===== config.mk =====
export PLATFORM = sky130hd
export DESIGN_NAME = fir_tap_seq
export DESIGN_NICKNAME = d
export VERILOG_FILES = /design/src/rtl/fir_pkg.sv /design/src/rtl/fir_tap_cnt.sv /design/src/rtl/fir_tap_seq.sv
export SDC_FILE = /design/constraint.sdc
export NUM_CORES = 1
export LEC_CHECK = 0
export BUFFER_PORTS_ARGS = -buffer_cell sky130_fd_sc_hd__buf_2
export CAP_MARGIN = 20
export CORE_MARGIN = 4
export CORE_UTILIZATION = 45
export CTS_BUF_LIST = sky130_fd_sc_hd__clkbuf_16
export DETAILED_ROUTE_END_ITERATION = 16
export PLACE_DENSITY = 0.67
export SLEW_MARGIN = 30
export SYNTH_ARGS = -nofsm -noshare
export SYNTH_HDL_FRONTEND = slang
export SYNTH_SLANG_ARGS = --single-unit

===== constraint.sdc =====
create_clock -name clk -period 5.5 [get_ports clk]
set_input_delay 1.1 -clock clk [delete_from_list [all_inputs] [get_ports clk]]
set_output_delay 1.1 -clock clk [all_outputs]
set_load 0.02 [all_outputs]

===== src/rtl/fir_pkg.sv =====
// Shared types and helpers for the FIR tap sequencer: FSM states, default
// sizes and the circular delay-line address function.
package fir_pkg;

  localparam int unsigned DATA_W_DEF = 24;
  localparam int unsigned ADDR_W_DEF = 9;
  localparam int unsigned TAPS_DEF   = 256;

  typedef enum logic [1:0] {
    ST_IDLE,
    ST_WRITE,
    ST_RUN,
    ST_DRAIN
  } fir_state_e;

  // Ring address of tap k; callers truncate to their address width for the wrap.
  function automatic logic [31:0] ring_addr(input logic [31:0] wptr, input logic [31:0] k);
    return wptr - k;
  endfunction

endpackage


===== src/rtl/fir_tap_cnt.sv =====
// Tap counter plus the one-cycle strobe delay that lines the MAC controls up
// with the RAM read latency.
module fir_tap_cnt
  import fir_pkg::*;
#(
  parameter int unsigned ADDR_W = ADDR_W_DEF,
  parameter int unsigned TAPS   = TAPS_DEF
) (
  input  logic            clk,
  input  logic            rst_n,
  input  logic            start_i,
  input  logic            run_i,
  output logic [ADDR_W:0] k_o,
  output logic            run_done_c_o,
  output logic            mac_en_o,
  output logic            mac_clr_o,
  output logic            mac_last_o
);

  localparam int unsigned   KW     = ADDR_W + 1;
  localparam logic [KW-1:0] K_LAST = KW'(TAPS - 1);

  logic [KW-1:0] k_q;
  logic          mac_en_q;
  logic          mac_clr_q;
  logic          mac_last_q;

  always_ff @(posedge clk or negedge rst_n) begin
    if (!rst_n) begin
      k_q        <= '0;
      mac_en_q   <= 1'b0;
      mac_clr_q  <= 1'b0;
      mac_last_q <= 1'b0;
    end else begin
      if (start_i) begin
        k_q <= '0;
      end else if (run_i) begin
        k_q <= k_q + KW'(1);
      end
      // RAM data for tap k appears one cycle after its address.
      mac_en_q   <= run_i;
      mac_clr_q  <= run_i && (k_q == '0);
      mac_last_q <= run_i && (k_q == K_LAST);
    end
  end

  assign k_o          = k_q;
  assign run_done_c_o = run_i && (k_q == K_LAST);
  assign mac_en_o     = mac_en_q;
  assign mac_clr_o    = mac_clr_q;
  assign mac_last_o   = mac_last_q;

endmodule


===== src/rtl/fir_tap_seq.sv =====
// FIR tap sequencer: writes each accepted sample into the ring, then walks all
// taps driving sample/coef RAM addresses. FIR_TAP_SEQ_COEF_LOAD_EN adds an
// idle-time coefficient write port.
module fir_tap_seq
  import fir_pkg::*;
#(
  parameter int unsigned DATA_W = DATA_W_DEF,
  parameter int unsigned ADDR_W = ADDR_W_DEF,
  parameter int unsigned TAPS   = TAPS_DEF
) (
  input  logic              clk,
  input  logic              rst_n,
  input  logic              in_valid,
  output logic              in_ready,
  input  logic [DATA_W-1:0] in_data,
  output logic              smp_we,
  output logic [ADDR_W-1:0] smp_addr,
  output logic [DATA_W-1:0] smp_din,
  output logic [ADDR_W-1:0] coef_addr,
  output logic              mac_en,
  output logic              mac_clr,
  output logic              mac_last,
  output logic              busy
`ifdef FIR_TAP_SEQ_COEF_LOAD_EN
  ,
  input  logic              coef_we,
  input  logic [ADDR_W-1:0] coef_wr_addr,
  input  logic [DATA_W-1:0] coef_wr_data,
  output logic              coef_ram_we,
  output logic [DATA_W-1:0] coef_ram_din
`endif
);

  fir_state_e        state_q;
  logic [ADDR_W-1:0] wptr_q;
  logic [ADDR_W-1:0] smp_addr_q;
  logic [ADDR_W-1:0] coef_addr_q;
  logic [DATA_W-1:0] smp_din_q;
  logic              smp_we_q;
  logic              in_ready_q;
  logic [ADDR_W:0]   k;
  logic              run_done_c;
  logic              start_c;
  logic              run_c;
`ifdef FIR_TAP_SEQ_COEF_LOAD_EN
  logic              coef_ram_we_q;
  logic [DATA_W-1:0] coef_ram_din_q;
`endif

  assign start_c = (state_q == ST_WRITE);
  assign run_c   = (state_q == ST_RUN);

  fir_tap_cnt #(
    .ADDR_W (ADDR_W),
    .TAPS   (TAPS)
  ) u_cnt (
    .clk          (clk),
    .rst_n        (rst_n),
    .start_i      (start_c),
    .run_i        (run_c),
    .k_o          (k),
    .run_done_c_o (run_done_c),
    .mac_en_o     (mac_en),
    .mac_clr_o    (mac_clr),
    .mac_last_o   (mac_last)
  );

  always_ff @(posedge clk or negedge rst_n) begin
    if (!rst_n) begin
      state_q     <= ST_IDLE;
      wptr_q      <= '0;
      in_ready_q  <= 1'b1;
      smp_we_q    <= 1'b0;
      smp_addr_q  <= '0;
      smp_din_q   <= '0;
      coef_addr_q <= '0;
`ifdef FIR_TAP_SEQ_COEF_LOAD_EN
      coef_ram_we_q  <= 1'b0;
      coef_ram_din_q <= '0;
`endif
    end else begin
      smp_we_q <= 1'b0;
`ifdef FIR_TAP_SEQ_COEF_LOAD_EN
      coef_ram_we_q <= 1'b0;
`endif
      case (state_q)
        ST_IDLE: begin
`ifdef FIR_TAP_SEQ_COEF_LOAD_EN
          // Coefficient writes win over a new sample in the same cycle.
          if (coef_we) begin
            coef_ram_we_q  <= 1'b1;
            coef_addr_q    <= coef_wr_addr;
            coef_ram_din_q <= coef_wr_data;
          end else
`endif
          if (in_valid) begin
            state_q    <= ST_WRITE;
            in_ready_q <= 1'b0;
            smp_we_q   <= 1'b1;
            smp_addr_q <= wptr_q;
            smp_din_q  <= in_data;
          end
        end
        ST_WRITE: begin
          state_q     <= ST_RUN;
          smp_addr_q  <= ADDR_W'(ring_addr(32'(wptr_q), 32'd0));
          coef_addr_q <= '0;
        end
        ST_RUN: begin
          if (run_done_c) begin
            state_q <= ST_DRAIN;
          end else begin
            smp_addr_q  <= ADDR_W'(ring_addr(32'(wptr_q), 32'(k) + 32'd1));
            coef_addr_q <= ADDR_W'(32'(k) + 32'd1);
          end
        end
        ST_DRAIN: begin
          state_q    <= ST_IDLE;
          wptr_q     <= wptr_q + ADDR_W'(1);
          in_ready_q <= 1'b1;
        end
        default: state_q <= ST_IDLE;
      endcase
    end
  end

`ifdef FIR_TAP_SEQ_COEF_LOAD_EN
  // A pending coefficient write must hold off the sample handshake this cycle.
  assign in_ready     = in_ready_q & ~coef_we;
  assign coef_ram_we  = coef_ram_we_q;
  assign coef_ram_din = coef_ram_din_q;
`else
  assign in_ready     = in_ready_q;
`endif
  assign busy      = ~in_ready;
  assign smp_we    = smp_we_q;
  assign smp_addr  = smp_addr_q;
  assign smp_din   = smp_din_q;
  assign coef_addr = coef_addr_q;

endmodule


==> reports/qor_table.md <==
| Step | Quantity | Reported |
|---|---|---|
| worst setup path | Critical path startpoint category | flip-flop |
| flow run | Max Cap Viol | 0 |
| routing | Number of design rule violations left after detail routing | 0 |
| grt | Largest net degree at the start of global routing | 69 |
| timing | Final Max Tran Viols | 0 |
| place | Estimated wirelength of the detail-placed design | 4.87 mm |
| finish | Number of nets in the finished design | 405 |
| worst setup path | Count of buffer and inverter cells on the critical path | 0 |
| timing | Fmax | 381 MHz |
| run status | Outcome | complete, no violations |
| place | Gpl congestion | 0.766 |
| worst setup path | Worst-path maximum fanout | 5 |
| timing | Worst rel slew slack | 44.3% |
| logic synthesis | Count of synthesis-stage warnings from yosys | 0 |
| clock network | Postcts setup bufs | 0 |
| power and ir drop | Power density of the placed cells | 266 nW/um2 |
| clock network | Num CTS Buffers | 9 |
| finish | Synthesis-to-layout area growth | 22.0% |
| floorplan | Die Span X | 93.2 um |
| worst setup path | Critical path's top delay family | simple AND/OR/NAND/NOR gates |
| routing | Wirelength per Cell | 14.4 um |
| logic synthesis | Cells taking the most area after synthesis | dfrtp_1, mux2_2, ha_1 |
| clock network | CTS H-tree lvls | 3 |
| timing | Number of endpoints with negative hold slack in the final report | 0 |
| timing | Count of final setup violators | 0 |
| power and ir drop | Peak ir drop on the vdd network | 0.150 mV |
| finish | Highest-count cells in the layout ignoring fill and taps | buf_2, dfrtp_1, mux2_2 |
| logic synthesis | Post-synthesis async set-or-reset flop share | 100% |
| timing | Setup TNS | 0 ns |
| timing | PnR worst setup slack | 2.88 ns |
| logic synthesis | Count of flip-flops with a built-in enable after synthesis | 0 |
| grt | Total overflow reported by the global router | 0 |
| logic synthesis | Post-Synthesis Mean Instance Area | 11.3 um2 |
| timing | Unrepaired setup endpoints after global routing | no |
| timing | Fin Clk Skew | 0.00659 ns |
| finish | Non-filler instance count after layout | 462 |
| worst setup path | Crit path capture type | flip-flop |
| routing | Via density per instance | 5.10 |
| floorplan | Die area | 8690 um2 |
| routing | Final ANT Viol Nets | 0 |
| routing | Sum of routed wire length over all layers | 6.65 mm |
| timing | Slew at the pin closest to its max-slew limit | 0.836 ns |
| logic synthesis | Synth Instances | 289 |
| floorplan | Initial standard-cell utilization of the core | 47.3% |
| floorplan | Row Count | 30 |
| logic synthesis | Post-synth top area share | 51.3% |
| logic synthesis | Synthesis-stage register bit count | 68 |
| worst setup path | Required time worst endpoint | 5.71 ns |
| timing | Final Critical Period | 2.62 ns |
| floorplan | Floorplan core area | 6910 um2 |
| worst setup path | Setup Crit Path Kind | flip-flop to flip-flop |
| logic synthesis | Ys flop type | dfrtp_1 |
| finish | Antenna diode count | 0 |
| logic synthesis | Synthesized cell area | 3270 um2 |
| worst setup path | Arrival time at the worst endpoint | 2.83 ns |
| worst setup path | Critical Path Slowest Stage Cell | dfrtp_1 |
| clock network | Clk Latency, worst-skew pair | 0.33 ns |
| routing | DRC marker count from the first detailed-route iteration | 81 |
| power and ir drop | Leakage power of the design | 2.08 nW |
| clock network | Reg clk slew, reported paths | 0.05 ns |
| grt | First-pass GRT wire length | 11.3 mm |
| place | Count of port buffers added during placement | 74 |
| clock network | Maximum number of buffers from clock root to sink | 2 |
| worst setup path | Ordered cell list for the critical path | ha_1, and3_1, nand3_1, xnor2_1, ha_1, nand4_1, a21oi_1, and3b_1, xnor2_1, mux2i_1, nand2_1 |
| grt | Vias in the first global route | 2375 |
| worst setup path | Critical path's largest stage delay | 0.39 ns |
| finish | Fraction of layout instances using a drive strength above 1 | 32.8% |
| finish | Count of fill cells added during filler insertion | 643 |
| finish | Sequential Area | 1700 um2 |
| logic synthesis | Proportion of synthesized chip area in sequential cells | 52.1% |
| clock network | Clock Sink Count | 68 |
| clock network | Clock tree from TritonCTS | yes |
| floorplan | Number of top-level pins | 75 |
| place | Cell total after placement | 447 |
| hold path | Class of the most critical hold timing path | flip-flop to flip-flop |
| logic synthesis | Count of cell types in the netlist | 44 |
| finish | Core utilization of the finished layout | 57.8% |
| clock network | Post-cts hold buffer count | 0 |
| routing | Count of TritonRoute iterations in the first routing pass | 5 |
| grt | Overall global routing resource usage | 16.6% |
| floorplan | Die extent in y | 93.2 um |
| clock network | Number of instances resized during post-cts repair | 0 |
| routing | Via count | 2357 |
| finish | Area of the multi-input gates | 1450 um2 |
| clock network | Cell at the root of the clock tree | clkbuf_16 |
| logic synthesis | Leading area contributor after synthesis | dfrtp_1 |
| finish | Commonest non-fill, non-tap cell in the layout | buf_2 |
| timing | Fraction of the cycle the final worst path needs | 47.7% |
| grt | Antenna violations before repair | 0 |
| logic synthesis | Syn nets | 332 |
| place | Worst slack at placement | 2.84 ns |
[cell type report]
| cell class | count | area share, % |
|---|---|---|
| clock inverter | 6 | 1.41 |
| clock buffer | 9 | 5.64 |
| inverter | 16 | 1.51 |
| sequential | 68 | 42.7 |
| tap | 96 | 3.01 |
| multi-input combinational | 192 | 36.3 |
| timing repair buffer | 75 | 9.47 |
[power by group]
group / switching (mW) / internal (mW) / total [mW]
Clock: 0.197 / 0.343 / 0.541
Sequential: 0 / 0.501 / 0.501
Combinational: 0.0117 / 0.00721 / 0.0189
Total: 0.209 / 0.852 / 1.06
[worst min-delay path: stages (launching register included)]
cell and delay (ns):
dfrtp_1 0.34, nand2_1 0.04, o21ai_0 0.06
[cells by family (layout without fill, tap and decap cells)]
family	Yosys count	count (layout)	share of synthesized area (%)
mux	34	34	11.4
fa+ha+maj	16	16	6.35
flops	68	68	52.1
buf+inv	29	106	3.83
compound gates	50	50	9.19
xor+xnor	21	21	5.86
simple gates	71	71	11.3
[final timing paths]
| kind | start | endpoint | depth (start not counted) | slack (ns) |
|---|---|---|---|---|
| worst max-delay path | u_cnt.k_o[0]$_DFFE_PN0P_ | smp_addr[8]$_DFFE_PN0P_ | 11 | 2.88 |
| worst min-delay path | smp_addr[6]$_DFFE_PN0P_ | smp_addr[6]$_DFFE_PN0P_ | 2 | 0.47 |
| worst max register to register | u_cnt.k_o[0]$_DFFE_PN0P_ | smp_addr[8]$_DFFE_PN0P_ | 11 | 2.88 |
| worst min register to register | smp_addr[6]$_DFFE_PN0P_ | smp_addr[6]$_DFFE_PN0P_ | 2 | 0.47 |
| max in group asynchronous | rst_n | smp_addr[0]$_DFFE_PN0P_ | 2 | 4.00 |
| min in group asynchronous | rst_n | smp_din[15]$_DFFE_PN0P_ | 2 | 0.95 |
[registers in the layout, summed over array words and instances, names as in the netlist]
register          count
u_cnt.mac_last_o      1
smp_addr              9
coef_addr             9
u_cnt.mac_clr_o       1
state_q               2
u_cnt.k_o            10
smp_din              24
smp_we                1
u_cnt.mac_en_o        1
in_ready              1
wptr_q                9
[stage by stage]
step | instance area, um2 | hold WS [ns] | total power, mW
after floorplan | 3270 | 0.444 | 0.510
after global placement | 3700 | 0.466 | 0.529
after detailed placement | 3710 | 0.469 | 0.529
after CTS | 3990 | 0.482 | 1.08
after global routing | 3990 | 0.510 | 1.10
final | 3990 | 0.473 | 1.06
[Yosys cell counts (6+ instances only)]
library cell  count
nand2_1          21
clkbuf_1          7
mux2_2           25
inv_1            16
ha_1             15
xnor2_1          17
dfrtp_1          67
nor2_1            8
mux2i_1           9
a21oi_1           6
o21ai_1           7
o21ai_0          21
nand3_1          15
[routing by layer]
layer,wire [um],track usage [%],share of wire (%)
met1,3060,22.1,46
met4,153,8.30,2.3
met5,0,0,0
met3,475,4.99,7.1
met2,2960,24.7,45
(Power assumes the default switching activity.)
